--- config.mk ---
export PLATFORM = sky130hd
export DESIGN_NAME = muldiv_unit
export DESIGN_NICKNAME = d
export VERILOG_FILES = /design/src/rtl/muldiv_unit.sv
export SDC_FILE = /design/constraint.sdc
export NUM_CORES = 1
export LEC_CHECK = 0
export BUFFER_PORTS_ARGS = -buffer_cell sky130_fd_sc_hd__buf_2
export CAP_MARGIN = 20
export CORE_AREA = 2 2 152 154
export DETAILED_ROUTE_END_ITERATION = 7
export DIE_AREA = 0 0 154 156
export GPL_TIMING_DRIVEN = 0
export PLACE_DENSITY = 0.94
export SYNTH_ARGS = -nofsm -noshare
export SYNTH_HDL_FRONTEND = slang
export SYNTH_SLANG_ARGS = --single-unit
--- constraint.sdc ---
create_clock -name clock -period 7.96 [get_ports clock]
set_clock_uncertainty 0.15 [all_clocks]
set_input_delay 0.796 -clock clock [delete_from_list [all_inputs] [get_ports clock]]
set_output_delay 0.796 -clock clock [all_outputs]
set_load 0.01 [all_outputs]
--- src/rtl/muldiv_unit.sv ---
// Iterative signed/unsigned multiply/divide engine. Shift-add multiply and restoring divide,
// one bit per cycle. Optional MULDIV_EARLY_EXIT_EN retires a multiply once the remaining multiplier bits are zero.
module muldiv_unit #(
   parameter  int WIDTH = 32,
   localparam int CNT_W = $clog2(WIDTH + 1)
) (
   input  logic             clock,
   input  logic             reset,
   input  logic             start,
   input  logic [1:0]       op,
   input  logic [WIDTH-1:0] a,
   input  logic [WIDTH-1:0] b,
   output logic             busy,
   output logic             done,
   output logic             div_zero,
   output logic [WIDTH-1:0] hi,
   output logic [WIDTH-1:0] lo
);

   // state  | meaning
   // S_IDLE | waiting for start; operands sampled on acceptance
   // S_MUL  | shift-add, one multiplier bit per cycle
   // S_DIV  | restoring divide, one quotient bit per cycle
   // S_FIX  | sign correction, hi/lo registered
   // S_DONE | done pulse (div_zero too if divisor was zero)
   typedef enum logic [2:0] {S_IDLE, S_MUL, S_DIV, S_FIX, S_DONE} state_t;

   state_t               state, state_nxt;
   logic [2*WIDTH-1:0]   acc;
   logic [WIDTH-1:0]     mcand;
   logic [CNT_W-1:0]     cnt;
   logic                 div_r, neg_q, neg_r, dz_r;
   logic                 sign_a, sign_b;
   logic [WIDTH-1:0]     abs_a, abs_b;
   logic [WIDTH:0]       mul_sum, div_up;
   logic [WIDTH-1:0]     div_diff;
   logic [2*WIDTH-1:0]   mul_step, mul_next, div_step, prod_fix;
   logic [WIDTH-1:0]     quo_fix, rem_fix;
   logic                 mul_last;
`ifdef MULDIV_EARLY_EXIT_EN
   logic [CNT_W-1:0]     cnt_m1;
   logic [WIDTH-1:0]     rest_mask;
`endif

   assign sign_a = ~op[0] & a[WIDTH-1];
   assign sign_b = ~op[0] & b[WIDTH-1];
   assign abs_a  = sign_a ? -a : a;
   assign abs_b  = sign_b ? -b : b;

   // acc holds {partial product, unshifted multiplier} or {remainder, dividend/quotient}
   always_comb begin
      mul_sum  = {1'b0, acc[2*WIDTH-1:WIDTH]} + {1'b0, mcand};
      mul_step = acc[0] ? {mul_sum, acc[WIDTH-1:1]} : {1'b0, acc[2*WIDTH-1:1]};
      div_up   = acc[2*WIDTH-1:WIDTH-1];
      div_diff = div_up[WIDTH-1:0] - mcand;
      div_step = (div_up >= {1'b0, mcand}) ? {div_diff, acc[WIDTH-2:0], 1'b1}
                                           : {div_up[WIDTH-1:0], acc[WIDTH-2:0], 1'b0};
      prod_fix = neg_q ? -acc : acc;
      quo_fix  = neg_q ? -acc[WIDTH-1:0] : acc[WIDTH-1:0];
      rem_fix  = neg_r ? -acc[2*WIDTH-1:WIDTH] : acc[2*WIDTH-1:WIDTH];
`ifdef MULDIV_EARLY_EXIT_EN
      // remaining multiplier bits sit in the low cnt-1 positions after this step
      cnt_m1    = cnt - CNT_W'(1);
      rest_mask = ~({WIDTH{1'b1}} << cnt_m1);
      mul_last  = (mul_step[WIDTH-1:0] & rest_mask) == '0;
      mul_next  = mul_step >> cnt_m1;
`else
      mul_last  = (cnt == CNT_W'(1));
      mul_next  = mul_step;
`endif
   end

   always_ff @(posedge clock) begin
      if (reset) state <= S_IDLE;
      else       state <= state_nxt;
   end

   always_comb begin
      state_nxt = state;
      busy      = (state != S_IDLE);
      done      = (state == S_DONE);
      div_zero  = (state == S_DONE) & dz_r;
      case (state)
         S_IDLE: begin
            if (start) begin
               if (!op[1])         state_nxt = S_MUL;
               else if (b == '0)   state_nxt = S_DONE;
               else                state_nxt = S_DIV;
            end
         end
         S_MUL:   if (mul_last) state_nxt = S_FIX;
         S_DIV:   if (cnt == CNT_W'(1)) state_nxt = S_FIX;
         S_FIX:   state_nxt = S_DONE;
         S_DONE:  state_nxt = S_IDLE;
         default: state_nxt = S_IDLE;
      endcase
   end

   always_ff @(posedge clock) begin
      if (reset) begin
         acc   <= '0;
         mcand <= '0;
         cnt   <= '0;
         div_r <= 1'b0;
         neg_q <= 1'b0;
         neg_r <= 1'b0;
         dz_r  <= 1'b0;
         hi    <= '0;
         lo    <= '0;
      end else begin
         case (state)
            S_IDLE: begin
               if (start) begin
                  div_r <= op[1];
                  neg_q <= sign_a ^ sign_b;
                  neg_r <= op[1] & sign_a;
                  dz_r  <= op[1] & (b == '0);
                  cnt   <= CNT_W'(WIDTH);
                  if (op[1]) begin
                     acc   <= {{WIDTH{1'b0}}, abs_a};
                     mcand <= abs_b;
                  end else begin
                     acc   <= {{WIDTH{1'b0}}, abs_b};
                     mcand <= abs_a;
                  end
               end
            end
            S_MUL: begin
               acc <= mul_next;
               cnt <= cnt - CNT_W'(1);
            end
            S_DIV: begin
               acc <= div_step;
               cnt <= cnt - CNT_W'(1);
            end
            S_FIX: begin
               if (div_r) begin
                  hi <= rem_fix;
                  lo <= quo_fix;
               end else begin
                  hi <= prod_fix[2*WIDTH-1:WIDTH];
                  lo <= prod_fix[WIDTH-1:0];
               end
            end
            default: ;
         endcase
      end
   end

endmodule

==> results.toml <==
[sta]
whs_ns = 0.304
rsz0062_at_grt = "false"
totalNegativeSetupSlack_ns = 0
finalCriticalPeriod_ns = 4.11
min_period_over_period_pct = 51.6
tightest_slew_ns = 0.829
maxSlewHeadroom_pct = 44.7
maxSlewViolCount = 0
final-hold-violation-count = 0
fmaxAchievable_mhz = 243
setup_violations = 0

[layout]
fillCellCount = 1859
n_antenna_cell = 0
drive_above_1_share_pct = 10.2
fin_nets = 2252
syn_to_final_growth_pct = 11.6
mostFrequentLayoutCells = "nor2_1 (257), nand2_1 (190), a21oi_1 (180)"
stdcell_count = 2409
final_common_cell = "nor2_1"

[floorplan]
initial_core_util_pct = 63.9
rows = 55
die_h_um = 156
core_um2 = 22400
die_width_um = 154
dieArea_um2 = 24000
ios = 136

[clock_network]
htree_levels = 4
hold_buffers = 0
cts_root_buffer = "clkbuf_16"
cts.sinks = 173
path_clk_slew_ns = 0.08
cts_buffer_depth = 2
clock_latency_ns = 0.45
cts_tree = "done"
cts_buffers = 17
post_cts_resized = 0
cts_setup_buffers = 0

[critical_path]
arrival_ns = 4.29
cp-end-kind = "flip-flop"
crit_fanout = 10
worstSetupStartpointType = "flip-flop"
crit_type = "flip-flop to flip-flop"
critical_path_required_ns = 8.14

[global_routing]
grt_max_degree = 22
antenna_found_initial = 1
grt_pass1_wl_mm = 79.6
grt_pass1_vias = 15092
grt_usage_pct = 41.8
overflow = 0

[drt]
drtIter0Drc = 2871
avgRoutedWirePerCell_um = 21.5
wl_met3_mm = 6.62
wirelength_mm = 51.8
ant_nets = 0
drc = 2
drtPass1Iterations = 8
wl_met1_mm = 19.8
highest_layer = "met5"
num_vias = 16450
viasPerCell = 6.83
wl_met2_mm = 22.0

[hold_path]
hold_path_class = "flip-flop to flip-flop"

[power]
leakage_nw = 6.44
pwr_density_cell_nw_per_um2 = 463
total_power_w = 0.00738
vdd_drop_max_v = 0.000449

[synth]
ys_seq_elements = 173
syn_avg_cell_area_um2 = 7.30
ys_types = 77
syn-cell-area_um2 = 14300
async_reset_ff_share_pct = 0
synthesis.nets = 2099
yosys_warnings = 0
synth-edff-count = 0
synthCells = 1958
ys_seq_area_share_pct = 24.2
ys.flop_type = "dfxtp_1"

[status]
violations = "DRC"
status = "finished, violations left"

[placed_design]
gp_congestion = 1.09
place_inst = 2377
numPortBuffers = 134
post-dp-hpwl_mm = 40.2

[flow_run]
maxCapViolCount = 0
## synth_stat cells, types with 14 or more instances
master	number	area (µm²)
nor4_1	18	113
nor3_1	52	260
a31oi_1	23	144
a211oi_1	95	713
mux2i_1	16	160
nand2b_1	14	87.6
a21o_1	33	248
nand4_1	17	106
a22oi_1	19	143
a221oi_1	21	184
ha_1	70	876
or3_1	23	144
xnor2_1	85	744
nor2_1	257	965
xor2_1	89	780
nand2_1	190	713
o21ai_1	15	75.1
nand3_1	29	145
o31ai_1	17	128
dfxtp_1	173	3460
o211ai_1	24	180
mux2_2	17	191
a21oi_1	180	901
clkbuf_1	128	480
o21ai_0	99	495
a222oi_1	24	240
inv_1	63	236
## critical path, stage by stage (launching register included)
cell and delay [ns]:
dfxtp_1 0.45, ha_1 0.31, fa_1 0.43, a211oi_1 0.46, o21ai_1 0.19, a21oi_1 0.35, a31oi_1 0.25, a21oi_1 0.30
o21ai_1 0.20, a31oi_1 0.28, xnor2_1 0.18, nor2_1 0.07, or3_1 0.36
## path summary, 6_finish.rpt
kind / slack (ns) / depth (start not counted) / to / from
setup / recovery: 3.85 / 12 / acc[61] / acc[32]
hold / removal: 0.30 / 2 / lo[0] / lo[0]
setup reg to reg: 3.85 / 12 / acc[61] / acc[32]
hold reg to reg: 0.30 / 2 / lo[0] / lo[0]
## logic make-up (layout without fill, tap and decap cells)
group | count (synthesis) | in the layout | share of synthesized area [%]
compound gates | 627 | 627 | 28.8
xor+xnor | 174 | 174 | 10.7
fa+ha+maj | 72 | 72 | 6.41
buf+inv | 209 | 375 | 5.69
flops | 173 | 173 | 24.2
mux | 33 | 33 | 2.46
simple gates | 670 | 670 | 21.8
## through the flow
stage | setup slack, ns | util (%) | instance area (µm²)
floorplan | 4.71 | - | 14300
global placement | 4.02 | 68.5 | 15300
detailed placement | 4.02 | 68.5 | 15300
CTS | 3.99 | 71.3 | 15900
global route | 3.60 | 71.3 | 15900
finish | 3.85 | 71.3 | 15900
## area by class of cell
type                            count  area [µm²]  area share, %
Multi-Input combinational cell   1576       10000           62.8
Sequential cell                   173        3460           21.7
Timing Repair Buffer              134         671           4.21
Buffer                            146         577           3.62
Clock buffer                       17         425           2.67
Tap cell                          285         357           2.24
Inverter                           63         236           1.48
Clock inverter                     15         209           1.31
## registers in the layout, summed over array words and instances (netlist names)
name and flops:
acc 64, cnt 6, div_r 1, dz_r 1, hi 32, lo 32, mcand 32, neg_q 1
neg_r 1, state 3
## power by group
| group | leakage (nW) | switching (W) | internal [W] |
|---|---|---|---|
| clock network | 0.303 | 0.000447 | 0.000434 |
| logic | 4.73 | 0.00329 | 0.00181 |
| registers | 1.41 | 0.000312 | 0.00108 |
## per-layer routing
| metal | global-route usage [%] | vias to the layer above |
|---|---|---|
| met5 | 0 | - |
| met4 | 22.9 | 2 |
| met3 | 9.14 | 272 |
| met2 | 65.4 | 1258 |
| met1 | 53.6 | 7506 |
| li1 | - | 7412 |
Note: power is estimated with default switching activity, not from simulation.
